===== src/rtl/ai_pkg.sv =====
// ai_pkg: shared state encoding, default sizes and width helper for the match selector
package ai_pkg;
  typedef enum logic [1:0] {IDLE, ACCUM, RESULT} state_t;
  localparam int CHUNKS_D = 64;
  localparam int TEMPLATES_D = 8;
  localparam int DIST_W_D = 10;
  function automatic int acc_w(input int dist_w, input int chunks);
    return dist_w + $clog2(chunks);
  endfunction
endpackage


===== src/rtl/ai_min_tracker.sv =====
// ai_min_tracker: keeps the lowest template total seen so far and its index
module ai_min_tracker
  import ai_pkg::*;
#(
  parameter int ACC_W = 16,
  parameter int IDX_W = 3
) (
  input  logic             clk,
  input  logic             rst,
  input  logic             clr,
  input  logic             upd,
  input  logic [ACC_W-1:0] total,
  input  logic [IDX_W-1:0] idx,
  output logic [ACC_W-1:0] best_dist,
  output logic [IDX_W-1:0] best_idx
);
  logic [ACC_W-1:0] r_dist;
  logic [IDX_W-1:0] r_idx;
  // strict-less update so an equal later total never displaces an earlier index
  always_ff @(posedge clk) begin
    if (!rst) begin
      r_dist <= '0;
      r_idx  <= '0;
    end else if (clr) begin
      r_dist <= '1;
      r_idx  <= '0;
    end else if (upd && total < r_dist) begin
      r_dist <= total;
      r_idx  <= idx;
    end
  end
  assign best_dist = r_dist;
  assign best_idx  = r_idx;
endmodule


===== src/rtl/ai_match_selector.sv =====
// ai_match_selector: sums chunk distances per template and reports the closest template
module ai_match_selector
  import ai_pkg::*;
#(
  parameter int CHUNKS = CHUNKS_D,
  parameter int TEMPLATES = TEMPLATES_D,
  parameter int DIST_W = DIST_W_D,
  parameter int ACC_W = acc_w(DIST_W, CHUNKS),
  parameter int IDX_W = $clog2(TEMPLATES)
) (
  input  logic              clk,
  input  logic              rst,
  input  logic              init,
  input  logic [DIST_W-1:0] data_in,
  input  logic              rdy_in,
  output logic [IDX_W-1:0]  class_out,
  output logic [ACC_W-1:0]  dist_out,
  output logic              rdy_out,
  output logic              busy
);
  localparam int CW = $clog2(CHUNKS);
  state_t           r_state, w_next;
  logic [ACC_W-1:0] r_acc, w_acc, w_total, w_best_dist;
  logic [CW-1:0]    r_chunk, w_chunk;
  logic [IDX_W-1:0] r_tmpl, w_tmpl, w_best_idx, r_class;
  logic [ACC_W-1:0] r_dist;
  logic             r_rdy, w_rdy, w_clr, w_upd;
  ai_min_tracker #(.ACC_W(ACC_W), .IDX_W(IDX_W)) u_min (
    .clk(clk), .rst(rst), .clr(w_clr), .upd(w_upd), .total(w_total), .idx(r_tmpl),
    .best_dist(w_best_dist), .best_idx(w_best_idx)
  );
  // next-state and datapath updates; init wins over a same-cycle rdy_in
  always_comb begin
    w_total = r_acc + ACC_W'(data_in);
    w_next  = r_state;
    w_acc   = r_acc;
    w_chunk = r_chunk;
    w_tmpl  = r_tmpl;
    w_clr   = 1'b0;
    w_upd   = 1'b0;
    w_rdy   = 1'b0;
    if (init) begin
      w_next  = ACCUM;
      w_acc   = '0;
      w_chunk = '0;
      w_tmpl  = '0;
      w_clr   = 1'b1;
    end else if (r_state == ACCUM && rdy_in) begin
      if (r_chunk == CW'(CHUNKS - 1)) begin
        w_upd   = 1'b1;
        w_acc   = '0;
        w_chunk = '0;
        w_tmpl  = r_tmpl + IDX_W'(1);
        w_next  = r_tmpl == IDX_W'(TEMPLATES - 1) ? RESULT : ACCUM;
      end else begin
        w_acc   = w_total;
        w_chunk = r_chunk + CW'(1);
      end
    end else if (r_state == RESULT) begin
      w_next = IDLE;
      w_rdy  = 1'b1;
    end
  end
  // state, accumulator and held result registers
  always_ff @(posedge clk) begin
    if (!rst) begin
      r_state <= IDLE;
      r_acc   <= '0;
      r_chunk <= '0;
      r_tmpl  <= '0;
      r_class <= '0;
      r_dist  <= '0;
      r_rdy   <= 1'b0;
    end else begin
      r_state <= w_next;
      r_acc   <= w_acc;
      r_chunk <= w_chunk;
      r_tmpl  <= w_tmpl;
      r_rdy   <= w_rdy;
      if (w_rdy) begin
        r_class <= w_best_idx;
        r_dist  <= w_best_dist;
      end
    end
  end
  assign class_out = r_class;
  assign dist_out  = r_dist;
  assign rdy_out   = r_rdy;
  assign busy      = r_state != IDLE;
endmodule


===== config.mk =====
export PLATFORM = sky130hd
export DESIGN_NAME = ai_match_selector
export DESIGN_NICKNAME = d
export VERILOG_FILES = /design/src/rtl/ai_pkg.sv /design/src/rtl/ai_min_tracker.sv /design/src/rtl/ai_match_selector.sv
export SDC_FILE = /design/constraint.sdc
export NUM_CORES = 1
export LEC_CHECK = 0
export CAP_MARGIN = 10
export CORE_MARGIN = 5
export CORE_UTILIZATION = 50
export DETAILED_ROUTE_END_ITERATION = 16
export PLACE_DENSITY_LB_ADDON = 0.3
export RECOVER_POWER = 25
export SLEW_MARGIN = 20
export SYNTH_ARGS = -nofsm -noshare
export SYNTH_HDL_FRONTEND = slang
export SYNTH_HIERARCHICAL = 1
export SYNTH_SLANG_ARGS = --single-unit

===== constraint.sdc =====
create_clock -name clk -period 4 [get_ports clk]
set_input_delay 0.8 -clock clk [delete_from_list [all_inputs] [get_ports clk]]
set_output_delay 0.8 -clock clk [all_outputs]
set_load 0.02 [all_outputs]

==> impl_results.rst <==
.. list-table::
   :header-rows: 1

   * - Metric
     - Value
   * - Post-synth EDFFs
     - 0
   * - Number of vias in the routed layout
     - 3,407
   * - Clock tree from TritonCTS
     - built
   * - Chain of cells forming the critical path
     - clkdlybuf4s15_1, ha_4, buf_6, a311o_1, a31o_4, a311oi_4, nor2_4, ha_4, nand4_1, or3_4, o32ai_4, buf_6, o21ai_1, o311a_2
   * - Net count of the mapped netlist
     - 465
   * - Number of max-slew violations in the final report
     - 0
   * - Power Dens Cells
     - 311 nW/um^2
   * - Min-Delay Endpoint
     - dist_out[7]
   * - Number of warning messages in the yosys log
     - 6
   * - Combinational family with the most area after synthesis
     - compound AO/OA/AOI/OAI gates
   * - CP max stage cell
     - sky130_fd_sc_hd__a311o_1
   * - Crit path buf inv count
     - 3
   * - R2r endpoint
     - u_min/best_dist[3]
   * - Flip-flop and latch count after synthesis
     - 66
   * - Post-DP Area
     - 4420 um^2
   * - Antenna violations before repair
     - 0
   * - Area of the core region
     - 7180 um^2
   * - Number of primary I/O pins
     - 35
   * - Clock buffer depth
     - 2
   * - Number of placement rows
     - 31
   * - Cell family contributing the most delay on the critical path
     - compound AO/OA/AOI/OAI gates
   * - Ratio of cells with drive above 1 in the final layout
     - 25.7%
   * - Clock Latency Late Sink
     - between 0.3 and 0.4 ns
   * - Arrival time of data at the critical path endpoint
     - between 4 and 5 ns
   * - Parity-gate share of the synthesized area counting xor and xnor cells
     - 4.07%
   * - Hold path start
     - dist_out[7]
   * - Main flop type after synthesis
     - sky130_fd_sc_hd__dfxtp_1
   * - Worst hold margin
     - between 0.4 and 0.5 ns
   * - Share of synthesized registers carrying an async set or reset
     - 0%
   * - Min-delay worst type
     - flop to flop
   * - Largest area contributor in the synthesized netlist
     - sky130_fd_sc_hd__dfxtp_1
   * - Hold bufs inserted after CTS
     - 0
   * - Final Skew
     - 0.0134 ns
   * - Area growth from synthesis to layout
     - 35.3%
   * - Longest individual stage delay on the worst path
     - 0.42 ns
   * - Netlist cell types
     - 57
   * - Remaining number of nets flagged by the antenna check after routing
     - 0
   * - Total Die Area
     - 9140 um^2
   * - Post-route minimum period
     - roughly 4.0 ns
   * - Beginning of the critical path
     - data_in[3]
   * - Portion of netlist area occupied by mux cells
     - 0%
   * - Clock-pin slew on the worst setup and hold paths
     - 0.08 ns
   * - Outcome
     - finished clean
   * - Adder-cell area share of the yosys netlist
     - around a tenth
   * - Synthesized instance count
     - 422
   * - DRC Markers
     - 0
   * - Post-Layout Inst Area
     - 4950 um^2
   * - Avg Inst Size Synth
     - 8.68 um^2
   * - Top cell type's share of synthesized area
     - 36.1%
   * - Static leakage power
     - slightly above 0.002 uW
   * - Share of the yosys chip area belonging to registers
     - 36.1%
   * - Largest fanout on the critical path
     - 5
   * - Summed negative setup slack over all endpoints
     - 0 ns
   * - Relative max-transition margin
     - 16.8%
   * - Routed WL per cell
     - 15.6 um
   * - Depth of the worst register-to-register path
     - 14
   * - Max IR drop VDD
     - roughly 0.00021 V
   * - Synthesized-area fraction occupied by ao, oa, aoi and oai cells
     - 27.0%
   * - Number of fill cells
     - 556
   * - Final Setup Violations
     - 0
   * - Final layout net count
     - 551
   * - Met2 WL
     - 4600 um
   * - Chip Width
     - 95.6 um
   * - Num CTS Buffers
     - 9
   * - Global route overflow
     - 0
   * - Setup slack on the worst flop-to-flop path
     - around 0.32 ns
   * - Antenna fix cells
     - 0
   * - Start-to-end type of the worst setup path
     - input pin to flop
   * - Aggregate routed wire length
     - 9540 um
   * - Transition at the pin with the smallest max-transition slack
     - 1.24 ns
   * - Max Clock Freq
     - between 200 and 300 MHz
   * - Number of cells on the worst hold path
     - 2
   * - Total power
     - ~1500 uW
   * - Required time worst endpoint
     - 4.23 ns
   * - Starting utilization of the core area
     - between 50% and 60%
   * - Number of levels in the clock H-tree
     - 3
   * - Number of global-route vias before repair
     - ~3.1k
   * - Placer's final routability congestion estimate
     - between 0.8 and 0.9
   * - Pin count of the biggest net entering global routing
     - 37
   * - Detailed Routing Iterations Pass 1
     - 5
   * - Share of the cycle needed by the critical path after routing
     - 98.8%
   * - Crit path capture type
     - flop
   * - Number of maximum-capacitance constraint violations
     - 0
   * - Final hold vios
     - 0
   * - Total standard cell area after synthesis
     - 3660 um^2
   * - CTS Root Cell
     - sky130_fd_sc_hd__clkbuf_8
   * - Highest signal layer in the routed design
     - met4
   * - All-layer global routing usage
     - about a fifth
   * - Y dimension of the die
     - approximately 96 um
   * - Drt via density
     - about 5.6
   * - Wire length of the first global-routing pass
     - 14,900 um
   * - Sum of routed wire segments on met1
     - 4220 um
   * - DRC marker count from the first detailed-route iteration
     - 189
   * - Top cells by area, synth
     - sky130_fd_sc_hd__dfxtp_1 36%, sky130_fd_sc_hd__ha_1 9.6%, sky130_fd_sc_hd__nand2_1 6.0%, sky130_fd_sc_hd__o311a_2 4.6%, sky130_fd_sc_hd__nor2_1 4.1%
   * - Clock Sinks
     - 66
   * - Half-perimeter wire length after detailed placement
     - 6390 um
   * - Simple-gate share of the synthesized area
     - 18.1%
   * - Worst flop-to-flop path startpoint
     - r_acc[1]
   * - Worst Setup Start Kind
     - input pin
   * - Total met3 wirelength after detailed routing
     - 521 um
   * - Number of buffers added on ports
     - 34
-- power breakdown --
part           switching, uW  internal, uW
Clock                    262           352
Sequential              13.5           672
Combinational            123           118
-- worst max-delay path by stage --
stage / endpoint / slack, ns / cells past startpoint
after floorplan: u_min/best_dist[0] / 0.03 / 14
after global placement: u_min/best_dist[3] / -0.49 / 15
after detailed placement: u_min/best_dist[1] / -0.62 / 15
after CTS: u_min/best_dist[5] / -0.003 / 15
after global routing: u_min/best_dist[3] / -0.07 / 14
final: u_min/best_dist[3] / 0.05 / 14
-- per-layer routing --
layer,vias to the layer above,track usage (%)
met5,-,0
met1,1591,26.1
li1,1687,-
met3,18,6.00
met2,111,35.1
met4,0,6.64
-- what timing repair did --
item | in CTS | in global routing
setup buffers | 3 | 4
gates resized for setup | 23 | 43
endpoints found under the setup margin | 19 | 19
pin swaps | 20 | 22
endpoints found under the hold margin | 0 | 0
gates cloned | 2 | 0
-- registers in the layout, summed over array words and instances (netlist names) --
name	cells
u_min/best_idx	3
r_chunk	6
rdy_out	1
dist_out	16
class_out	3
r_acc	16
r_tmpl	3
u_min/best_dist	16
r_state	2
-- placed cells by master (no fill, tap or decap), types with 2 or more instances in the layout --
cell type                         count
sky130_fd_sc_hd__a211o_1              2
sky130_fd_sc_hd__a211oi_1             2
sky130_fd_sc_hd__a21boi_0            19
sky130_fd_sc_hd__a21o_1               6
sky130_fd_sc_hd__a21oi_1             18
sky130_fd_sc_hd__a21oi_2              2
sky130_fd_sc_hd__a22o_1               3
sky130_fd_sc_hd__a22oi_1              4
sky130_fd_sc_hd__a31oi_1              4
sky130_fd_sc_hd__and3_1               4
sky130_fd_sc_hd__buf_4               53
sky130_fd_sc_hd__buf_6                7
sky130_fd_sc_hd__bufinv_16            2
sky130_fd_sc_hd__clkbuf_1             3
sky130_fd_sc_hd__clkbuf_2             2
sky130_fd_sc_hd__clkbuf_8             9
sky130_fd_sc_hd__clkdlybuf4s50_1     24
sky130_fd_sc_hd__clkinvlp_4           2
sky130_fd_sc_hd__dfxtp_1             66
sky130_fd_sc_hd__dlygate4sd3_1        5
sky130_fd_sc_hd__dlymetal6s2s_1       2
sky130_fd_sc_hd__ha_1                20
sky130_fd_sc_hd__ha_4                 8
sky130_fd_sc_hd__inv_1               17
sky130_fd_sc_hd__nand2_1             59
sky130_fd_sc_hd__nand2b_1             5
sky130_fd_sc_hd__nand3_1             13
sky130_fd_sc_hd__nand4_1              4
sky130_fd_sc_hd__nor2_1              39
sky130_fd_sc_hd__nor2b_1              3
sky130_fd_sc_hd__o2111ai_1            2
sky130_fd_sc_hd__o211a_1              4
sky130_fd_sc_hd__o21a_1               3
sky130_fd_sc_hd__o21ai_0              7
sky130_fd_sc_hd__o21ai_1             16
sky130_fd_sc_hd__o21ai_2              3
sky130_fd_sc_hd__o311a_2             15
sky130_fd_sc_hd__or2_2                5
sky130_fd_sc_hd__xnor2_1              5
sky130_fd_sc_hd__xor2_1               9
-- cell type report --
cell class              instances  area (um^2)  area share (%)
multi-input cells             318         2410            48.6
flip-flops and latches         66         1320            26.7
repair buffers                 96          820            16.5
clock buffers                  10          128            2.58
well taps                      99          124            2.50
clock inverters                 6         88.8            1.79
inverters                      17         63.8            1.29
-- worst reg2reg max path, cell delays in order, from the launching register on --
cell and delay [ns]:
sky130_fd_sc_hd__dfxtp_1 0.42, sky130_fd_sc_hd__ha_4 0.24, sky130_fd_sc_hd__a21oi_4 0.15, sky130_fd_sc_hd__nor2b_2 0.06, sky130_fd_sc_hd__a311o_1 0.33, sky130_fd_sc_hd__a31o_4 0.28
sky130_fd_sc_hd__a311oi_4 0.38, sky130_fd_sc_hd__nor2_4 0.10, sky130_fd_sc_hd__ha_4 0.28, sky130_fd_sc_hd__nand4_1 0.14, sky130_fd_sc_hd__or3_4 0.42, sky130_fd_sc_hd__o32ai_4 0.37
sky130_fd_sc_hd__buf_6 0.18, sky130_fd_sc_hd__o21ai_1 0.07, sky130_fd_sc_hd__o311a_2 0.14
-- cell usage after synthesis (all sizes together) (2+ instances only) --
master   instances
a211oi           3
xnor2            6
ha              28
o211a            4
buf              7
a21o             7
a21boi          19
and3             5
o21ai           27
a31oi            4
o21a             3
dfxtp           66
clkbuf          14
o2111ai          2
nor2b            4
a211o            2
or3              2
nand2           60
a22o             3
nor2            40
xor2            11
a22oi            4
or2              5
a21oi           21
nand3           14
inv             17
nand2b           6
nand4            5
o311a           16
-- kinds of logic (layout without fill, tap and decap cells) --
logic type,count (synthesis),after routing
buffers and inverters,38,129
AOI/OAI and AO/OA,128,128
xor gates and xnor gates,17,17
DFF,66,66
and+or+nand+nor,144,144
adders and majority gates,29,29
-- through the flow --
stage	worst slack, ns	instances	utilization [%]
detailed placement	-0.615	587	61.7
finish	0.0460	612	69.0
floorplan	0.0256	422	-
CTS	-0.00279	608	66.3
global route	-0.0671	612	69.0
global placement	-0.492	587	61.7
No activity file was read; power rests on OpenSTA's default activity.
